File: src/rtl/setbit_enum_pkg.sv
// Shared definitions for the set-bit enumerator: default width and FSM state encoding.
package setbit_enum_pkg;

    localparam int unsigned DefaultWidth = 64;

    typedef enum logic [0:0] {
        StIdle,
        StBusy
    } state_e;

endpackage

File: src/rtl/setbit_enum_if.sv
// Vector-in / index-stream-out handshake bundle for setbit_enum.
interface setbit_enum_if #(
    parameter int unsigned WIDTH = setbit_enum_pkg::DefaultWidth
);

    localparam int unsigned IDXW = $clog2(WIDTH);

    logic              setbit_valid_i;
    logic              setbit_ready_o;
    logic [WIDTH-1:0]  setbit_vec_i;
    logic              setbit_valid_o;
    logic              setbit_ready_i;
    logic [IDXW-1:0]   setbit_idx_o;
    logic              setbit_last_o;
    logic              setbit_any_o;

    // Enumerator side.
    modport slave (
        input  setbit_valid_i,
        input  setbit_vec_i,
        input  setbit_ready_i,
        output setbit_ready_o,
        output setbit_valid_o,
        output setbit_idx_o,
        output setbit_last_o,
        output setbit_any_o
    );

    // Producer/consumer side.
    modport master (
        output setbit_valid_i,
        output setbit_vec_i,
        output setbit_ready_i,
        input  setbit_ready_o,
        input  setbit_valid_o,
        input  setbit_idx_o,
        input  setbit_last_o,
        input  setbit_any_o
    );

endinterface

File: src/rtl/lsb_penc.sv
// Lowest-set-bit priority encoder; also flags when at most one bit is set.
module lsb_penc #(
    parameter int unsigned WIDTH = 64
) (
    input  logic [WIDTH-1:0]         rem_i,
    output logic [$clog2(WIDTH)-1:0] idx_o,
    output logic                     last_o
);

    localparam int unsigned IDXW = $clog2(WIDTH);
    localparam logic [WIDTH-1:0] One = WIDTH'(1);

    logic found;

    always_comb begin
        idx_o = '0;
        found = 1'b0;
        for (int unsigned i = 0; i < WIDTH; i++) begin
            if (rem_i[i] && !found) begin
                idx_o = IDXW'(i);
                found = 1'b1;
            end
        end
        // A zero vector also reports last so it yields exactly one beat.
        last_o = ((rem_i & (rem_i - One)) == '0);
    end

endmodule

File: src/rtl/setbit_enum.sv
// Expands a flag vector into an ascending stream of set-bit indices, one per handshake.
module setbit_enum
    import setbit_enum_pkg::*;
#(
    parameter int unsigned WIDTH = DefaultWidth
) (
    input  logic          clk,
    input  logic          rst,
    setbit_enum_if.slave  bus_io
);

    localparam int unsigned IDXW = $clog2(WIDTH);
    localparam logic [WIDTH-1:0] One = WIDTH'(1);

    state_e            state_q;
    logic [WIDTH-1:0]  rem_q, rem_d;
    logic              valid_q;
    logic [IDXW-1:0]   idx_q;
    logic              last_q;
    logic              any_q;

    logic [IDXW-1:0]   penc_idx;
    logic              penc_last;
    logic              accept;
    logic              beat_done;

    assign accept    = bus_io.setbit_valid_i && (state_q == StIdle);
    assign beat_done = valid_q && bus_io.setbit_ready_i;

    // The encoder looks at the next remainder so each beat is registered.
    always_comb begin
        rem_d = rem_q;
        if (accept) begin
            rem_d = bus_io.setbit_vec_i;
        end else if (beat_done && !last_q) begin
            rem_d = rem_q & (rem_q - One);
        end
    end

    lsb_penc #(
        .WIDTH (WIDTH)
    ) u_penc (
        .rem_i  (rem_d),
        .idx_o  (penc_idx),
        .last_o (penc_last)
    );

    always_ff @(posedge clk) begin
        if (rst) begin
            state_q <= StIdle;
            rem_q   <= '0;
            valid_q <= 1'b0;
            idx_q   <= '0;
            last_q  <= 1'b0;
            any_q   <= 1'b0;
        end else begin
            case (state_q)
                StIdle: begin
                    if (accept) begin
                        state_q <= StBusy;
                        rem_q   <= rem_d;
                        valid_q <= 1'b1;
                        idx_q   <= penc_idx;
                        last_q  <= penc_last;
                        any_q   <= |bus_io.setbit_vec_i;
                    end
                end
                StBusy: begin
                    if (beat_done) begin
                        if (last_q) begin
                            state_q <= StIdle;
                            valid_q <= 1'b0;
                        end else begin
                            rem_q  <= rem_d;
                            idx_q  <= penc_idx;
                            last_q <= penc_last;
                        end
                    end
                end
                default: state_q <= StIdle;
            endcase
        end
    end

    assign bus_io.setbit_ready_o = (state_q == StIdle);
    assign bus_io.setbit_valid_o = valid_q;
    assign bus_io.setbit_idx_o   = idx_q;
    assign bus_io.setbit_last_o  = last_q;
    assign bus_io.setbit_any_o   = any_q;

endmodule

File: src/flat_wrapper.sv
// flat-port wrapper written by rule: the top's interface ports become plain ports
module setbit_enum_flat import setbit_enum_pkg::*;
#(
    parameter int unsigned WIDTH = DefaultWidth
)
  (clk, rst, bus_io_setbit_valid_i, bus_io_setbit_vec_i, bus_io_setbit_ready_i, bus_io_setbit_ready_o, bus_io_setbit_valid_o, bus_io_setbit_idx_o, bus_io_setbit_last_o, bus_io_setbit_any_o);
  setbit_enum_if #(.WIDTH(WIDTH)) bus_io_i ();
  input  logic clk;
  input  logic rst;
  input wire logic [$bits(bus_io_i.setbit_valid_i)-1:0] bus_io_setbit_valid_i;
  input wire logic [$bits(bus_io_i.setbit_vec_i)-1:0] bus_io_setbit_vec_i;
  input wire logic [$bits(bus_io_i.setbit_ready_i)-1:0] bus_io_setbit_ready_i;
  output wire logic [$bits(bus_io_i.setbit_ready_o)-1:0] bus_io_setbit_ready_o;
  output wire logic [$bits(bus_io_i.setbit_valid_o)-1:0] bus_io_setbit_valid_o;
  output wire logic [$bits(bus_io_i.setbit_idx_o)-1:0] bus_io_setbit_idx_o;
  output wire logic [$bits(bus_io_i.setbit_last_o)-1:0] bus_io_setbit_last_o;
  output wire logic [$bits(bus_io_i.setbit_any_o)-1:0] bus_io_setbit_any_o;
  assign bus_io_i.setbit_valid_i = bus_io_setbit_valid_i;
  assign bus_io_i.setbit_vec_i = bus_io_setbit_vec_i;
  assign bus_io_i.setbit_ready_i = bus_io_setbit_ready_i;
  assign bus_io_setbit_ready_o = bus_io_i.setbit_ready_o;
  assign bus_io_setbit_valid_o = bus_io_i.setbit_valid_o;
  assign bus_io_setbit_idx_o = bus_io_i.setbit_idx_o;
  assign bus_io_setbit_last_o = bus_io_i.setbit_last_o;
  assign bus_io_setbit_any_o = bus_io_i.setbit_any_o;
  setbit_enum #(.WIDTH(WIDTH)) u_core (.clk(clk), .rst(rst), .bus_io(bus_io_i));
endmodule
File: config.mk
export PLATFORM = sky130hd
export DESIGN_NAME = setbit_enum_flat
export DESIGN_NICKNAME = d
export VERILOG_FILES = /design/src/rtl/setbit_enum_pkg.sv /design/src/rtl/setbit_enum_if.sv /design/src/rtl/lsb_penc.sv /design/src/rtl/setbit_enum.sv /design/src/flat_wrapper.sv
export SDC_FILE = /design/constraint.sdc
export NUM_CORES = 1
export LEC_CHECK = 0
export BUFFER_PORTS_ARGS = -buffer_cell sky130_fd_sc_hd__buf_4
export CORE_UTILIZATION = 55
export DETAILED_ROUTE_END_ITERATION = 7
export PLACE_DENSITY = 0.76
export RECOVER_POWER = 100
export SLEW_MARGIN = 10
export SYNTH_ARGS = -nofsm -noshare
export SYNTH_HDL_FRONTEND = slang
export SYNTH_SLANG_ARGS = --single-unit
File: constraint.sdc
create_clock -name clk -period 4.7 [get_ports clk]
set_input_delay 0.235 -clock clk [delete_from_list [all_inputs] [get_ports clk]]
set_output_delay 0.235 -clock clk [all_outputs]
set_load 0.05 [all_outputs]
==> results of run 1 <==
-- power by group --
group	total [mW]	switching [mW]	internal (mW)
clock	0.580	0.282	0.298
sequential	0.752	0.0717	0.680
combinational	0.945	0.601	0.344
total	2.28	0.954	1.32
-- state kept, by name, indices dropped and copies added (netlist names) --
name and count:
u_core.state_q 1, u_core.bus_io.setbit_last_o 1, u_core.bus_io.setbit_valid_o 1, u_core.bus_io.setbit_idx_o 6, u_core.rem_q 64, u_core.bus_io.setbit_any_o 1
-- synth_stat cells, types with 12 or more instances --
cell,instances
nor2_1,130
nand2_1,122
a21oi_1,78
dfxtp_1,74
nor3_1,50
o21ai_0,45
a211oi_1,38
clkbuf_1,37
nor4_1,32
a31oi_1,21
mux2i_1,20
nand3_1,17
inv_1,16
nand4_1,15
or4_1,13
and2_1,12
-- tightest hold or removal path: stages --
cell     delay [ps]
buf_4           130
nand2_1          50
a21oi_1          50
-- final timing paths --
kind / slack, ps / startpoint / end
setup / recovery: 130 / u_core.rem_q[23]$_SDFFE_PP0P_ / u_core.bus_io.setbit_last_o$_SDFFE_PP0P_
hold reg to reg: 480 / u_core.rem_q[36]$_SDFFE_PP0P_ / u_core.rem_q[36]$_SDFFE_PP0P_
setup reg to reg: 130 / u_core.rem_q[23]$_SDFFE_PP0P_ / u_core.bus_io.setbit_last_o$_SDFFE_PP0P_
hold / removal: 140 / bus_io_setbit_vec_i[3] / u_core.rem_q[3]$_SDFFE_PP0P_
-- cells by family (layout without fill, tap and decap cells) --
logic type / Yosys count / in the layout / synth area share [%]
muxes: 21 / 21 / 3.450
DFF: 74 / 74 / 24.17
buffers and inverters: 64 / 167 / 4.104
AOI/OAI and AO/OA: 277 / 277 / 31.12
adders and majority gates: 2 / 2 / 0.3267
and+or+nand+nor: 451 / 451 / 36.83
-- metrics by stage --
| step | hold WS, ps | utilization [%] | setup WS [ps] | cells |
|---|---|---|---|---|
| 5_1_grt | 164.3 | 67.50 | 75.72 | 1132 |
| 3_3_place_gp | 450.2 | 65.90 | 263.3 | 1112 |
| 4_1_cts | 125.0 | 67.91 | 200.5 | 1128 |
| 2_1_floorplan | 371.0 | - | 541.1 | 889 |
| 6_report | 144.1 | 67.50 | 126.8 | 1132 |
| 3_5_place_dp | 461.8 | 65.90 | 235.7 | 1112 |
-- layer usage --
layer | vias up | wire length (um) | global-route usage, %
li1 | 3568 | - | -
met1 | 3623 | 9895 | 58.97
met2 | 707 | 10950 | 67.58
met3 | 137 | 3100 | 7.385
met4 | 2 | 1379 | 22.99
met5 | - | 13 | 0
-- repair_timing --
| item | 4_1_cts | 5_1_grt |
|---|---|---|
| buffers inserted | 0 | 4 |
| setup endpoints to repair | 0 | 1 |
| resized for setup | 0 | 1 |
-- area by class of cell --
type                    count  area share (%)
repair buffers            135           13.17
well taps                 140           2.394
multi-input cells         751           60.40
clock buffers               9           1.693
inverters                  16          0.8208
clock inverters             7           1.282
flip-flops and latches     74           20.25
==> impl_results.md, run 1 <==
- Crit path time final: 4573 ps
- Leakage Power: 2.757 nW
- Fin. Hold Viols: 0
- Critical path depth in cells: 11
- Top FF cell, synth: dfxtp_1
- Worst Setup End Kind: flop
- Synth Instances: 889
- Storage element area: 1481 um^2
- CTS H-Tree Depth: 3
- Cell family with most CP delay: simple AND/OR/NAND/NOR gates
- Clock Pin Slew Worst Setup and Hold Paths: 90 ps
- Failing checks: max-capacitance violations, max-slew violations
- Setup tns final: 0 ps
- Fill cells: 1009
- Starting Density: 56.53%
- Post-Synthesis Net Count: 957
- Nets: 1055
- Root buffer cell: clkbuf_8
- CTS tree: yes
- Area grow syn2layout: 19.40%
- Max-Slew Margin vs Limit: -66.35%
- Seq/Total Area, Yosys: 24.17%
- Drt wl/cell: 22.38 um
- WS Path Type: reg2reg
- Hold path depth: 3
- FF-to-FF path depth: 11
- Max cap viols: 2
- Syn_area_per_cell: 6.894 um^2
- WP data arrival: 4870 ps
- Largest net degree at the start of global routing: 76
- Antenna violations before repair: 1
- Status: finished, violations left
- Synth Warn #: 0
- Core box area: 10840 um^2
- Max clock buf depth: 2
- Max incr delay on CP: 640 ps
- Worst vdd ir: 0.2268 mV
- Post-Route WL: 25340 um
- RSZ-0062 raised after global routing: false
- Synth async-reset ratio: 0%
- Via/cell ratio: 7.100
- Vias in the first global route: 7276
- Die width: 107.6 um
- Hold_buf cts: 0
- ANT nets after route: 0
- # diodes: 0
- Yosys top cell area share: 24.17%
- Area of the multi-input gates: 4419 um^2
- Yosys cell types: 83
- Placed cell areas: 7144 um^2
- Tot GR Track Use: 44.07%
- Finished Cell Area: 7317 um^2
- Rows: 38
- Most common cell after layout, fill and taps aside: nor2_1
- Layout cells sized above 1: 17.44%
- GR Overflow Total: 0
- Fin crit share: 97.30%
- FMAX: 0.2187 GHz
- HP Class: in2reg
- Cell repeated most along the worst path: or4_1
- Startpoint types: flop
- Port Buf Inserts: 77
- First-pass iteration count of the detailed router: 6
- PwrDens: 311.1 nW/um^2
- CP bufs+invs: 0
- First-pass GRT wire length: 39100 um
- Gpl congestion: 1.026
- DP Wirelength: 19000 um
- Critical path required time: 4990 ps
- Slowest cell on crit path: or4_1
- DRC viols: 0
- DR vias: 8037
- Initial DRC count: 1533
- CTS Buf Count: 9
- Register bit total from synthesis: 74
- Worst path cell trace: or4_1 > or4_1 > nor2_1 > and4_1 > o21ai_0 > a211oi_1 > o2111ai_1 > or4_4 > a2111oi_4 > nand4_1 > o31ai_2
- CTS Sinks: 74
- Post-Synthesis Cell Area: 6128 um^2
- Top Ports: 78
- Number of flops mapped to enable cells by yosys: 0
- Worst-Skew Late Latency: 370 ps
- Full die area: 11570 um^2
- Largest area contributor in the netlist: dfxtp_1
- Total power: 2.276 mW
- Commonest cells after routing, fill and taps aside: nor2_1, nand2_1, buf_4
- Synth top area cells: dfxtp_1, nor2_1, nand2_1, a21oi_1, a211oi_1
- Final setup fails: 0
- Die Span Y: 107.6 um
- Least-Margin Pin Slew: 2495 ps
- Worst Skew: 7.734 ps
- Critical path fanouts, max: 7
- Final Max Slew Viols: 90
(Power assumes the default switching activity.)
==> run 2, diff against run 1 <==
--- a/config.mk
+++ b/config.mk
@@ -6,9 +6,9 @@
 export NUM_CORES = 1
 export LEC_CHECK = 0
 export BUFFER_PORTS_ARGS = -buffer_cell sky130_fd_sc_hd__buf_4
-export CORE_UTILIZATION = 55
+export CAP_MARGIN = 20
+export CORE_UTILIZATION = 40
 export DETAILED_ROUTE_END_ITERATION = 7
-export PLACE_DENSITY = 0.76
 export RECOVER_POWER = 100
 export SLEW_MARGIN = 10
 export SYNTH_ARGS = -nofsm -noshare
==> run 2 against run 1 <==
Against the previous run: the run still ends with max-capacitance violations, max-slew violations left; non-clock buffer count rose by 1; sequential cell count did not move; die area rose by 37%; cell area grew 2.3%; count of clock-buffer cells in the layout did not move; first-iteration DRC count shrank 43%; total power grew 7.0%; worst setup slack improved by 150 ps; core utilization fell by 17 points; critical endpoint unchanged; highest routed layer is now met4.
==> impl_results.md, run 2 (synthesis gave the netlist of run 1 again) <==
- Status: finished, violations left
- Failing checks: max-capacitance violations, max-slew violations
- HP Class: in2reg
- WS Path Type: reg2reg
- Top Metal Used: met4
- Max incr delay on CP: 730 ps
- Final Max Slew Viols: 62
- Startpoint types: flop
- CTS H-Tree Depth: 3
- Most common cell after layout, fill and taps aside: nor2_1
- GR Overflow Total: 0
- Critical path required time: 4970 ps
- CP bufs+invs: 0
- Antenna violations before repair: 0
- DR vias: 7481
- WP data arrival: 4700 ps
- DRC viols: 0
- CTS tree: yes
- Largest register FFs: 64
- Cell family with most CP delay: simple AND/OR/NAND/NOR gates
- Drt wl/cell: 21.30 um
- Slowest cell on crit path: or4b_2
- ANT nets after route: 0
- Largest net degree at the start of global routing: 79
- Setup tns final: 0 ps
- Die Span Y: 125.8 um
- Initial DRC count: 873
- Worst Setup End Kind: flop
- Starting Density: 41.54%
- Nets: 1056
- Worst-Skew Late Latency: 350 ps
- Die width: 125.8 um
- Area grow syn2layout: 22.11%
- Port Buf Inserts: 77
- Top Ports: 78
- Fin crit share: 94.14%
- Rows: 44
- Critical path fanouts, max: 6
- First-pass GRT wire length: 39500 um
- Gpl congestion: 1.027
- Vias in the first global route: 6921
- Least-Margin Pin Slew: 2031 ps
- Fin worst setup slack: 275.3 ps
- Commonest cells after routing, fill and taps aside: nor2_1, buf_4, nand2_1
- WL met2: 11160 um
- Crit path time final: 4425 ps
- Layout cells sized above 1: 18.23%
- Dpl ws: 305.6 ps
- Worst path cell trace: or4_4 > or4b_2 > nor4_4 > nand2_1 > a2bb2oi_1 > or3_4 > a2bb2o_4 > or4_4 > a2111oi_4 > nand4_1 > o31ai_2
- Hold_buf cts: 0
- Tot GR Track Use: 32.22%
- Most flops, register: u_core.rem_q
- Wl on met1: 11350 um
- Buffers inserted by post-CTS timing repair: 0
- First-pass iteration count of the detailed router: 5
- Root buffer cell: clkbuf_16
- Max clock buf depth: 2
- Worst vdd ir: 0.2359 mV
- PwrDens: 325.6 nW/um^2
- Max-Slew Margin vs Limit: -35.40%
- Leakage Power: 2.828 nW
- Via/cell ratio: 6.356
- Final setup fails: 0
- Full die area: 15820 um^2
- Metal3 WL: 1864 um
- Fin. Hold Viols: 0
- Clock Pin Slew Worst Setup and Hold Paths: 60 ps
- RSZ-0062 raised after global routing: false
- CTS Buf Count: 9
- Cell repeated most along the worst path: or4_4
- Post-Route WL: 25070 um
- # diodes: 0
- FMAX: 0.2260 GHz
- Worst Skew: 7.432 ps
- DP Wirelength: 19160 um
- CTS Sinks: 74
- Max cap viols: 2
- Core box area: 14750 um^2
==> run 2: cell types whose count changed in the layout (fill, tap and decap cells not counted), moves of 2 or more <==
cell	before	now
buf_4	113	125
clkbuf_1	20	11
clkbuf_8	9	0
buf_12	2	0
clkbuf_16	0	9
==> run 2: worst paths after layout <==
kind	start	endpoint	slack [ps]	depth (start not counted)
worst max-delay path	u_core.rem_q[22]$_SDFFE_PP0P_	u_core.bus_io.setbit_last_o$_SDFFE_PP0P_	280	11
worst min-delay path	bus_io_setbit_vec_i[3]	u_core.rem_q[3]$_SDFFE_PP0P_	150	3
worst max register to register	u_core.rem_q[22]$_SDFFE_PP0P_	u_core.bus_io.setbit_last_o$_SDFFE_PP0P_	280	11
worst min register to register	u_core.rem_q[36]$_SDFFE_PP0P_	u_core.rem_q[36]$_SDFFE_PP0P_	470	2
==> run 2: timing repair <==
action                                 CTS  global route
endpoints found under the hold margin    0             0
setup endpoints to repair                0             1
gates resized for setup                  0             1
==> run 2: report_power, final <==
part | total [mW] | switching (mW) | internal [mW] | leakage (nW)
combinational | 0.930 | 0.583 | 0.347 | 2.07
clock | 0.761 | 0.297 | 0.464 | 0.151
sequential | 0.746 | 0.0646 | 0.681 | 0.610
==> run 2: worst register-to-register path, delay by kind of cell, from the launching register on <==
family / cells / cell delay, ps
compound gates: 4 / 940
flops: 1 / 360
simple gates: 7 / 3040
==> run 2: metal layers <==
metal | GRT usage (%) | up-vias
met5 | 0 | -
met4 | 12.69 | 0
met3 | 5.650 | 46
met2 | 50.16 | 359
met1 | 44.14 | 3500
li1 | - | 3576
==> run 2: stage by stage <==
step | std cells | hold WS [ps] | area [um^2] | total power [mW] | util, %
6_report | 1177 | 152.0 | 7483 | 2.437 | 50.72
5_1_grt | 1177 | 179.2 | 7483 | 2.565 | 50.72
4_1_cts | 1177 | 140.3 | 7531 | 2.436 | 51.04
3_5_place_dp | 1161 | 459.9 | 7212 | 1.667 | 48.88
3_3_place_gp | 1161 | 451.4 | 7212 | 1.677 | 48.88
2_1_floorplan | 889 | 371.0 | 6128 | 1.329 | -
==> run 2: layout make-up <==
type | instances | area [um^2]
Clock buffer | 9 | 225.2
Clock inverter | 7 | 93.84
Fill cell | 1528 | 7271
Inverter | 16 | 60.06
Multi-Input combinational cell | 751 | 4413
Sequential cell | 74 | 1481
Tap cell | 184 | 230.2
Timing Repair Buffer | 136 | 979.7
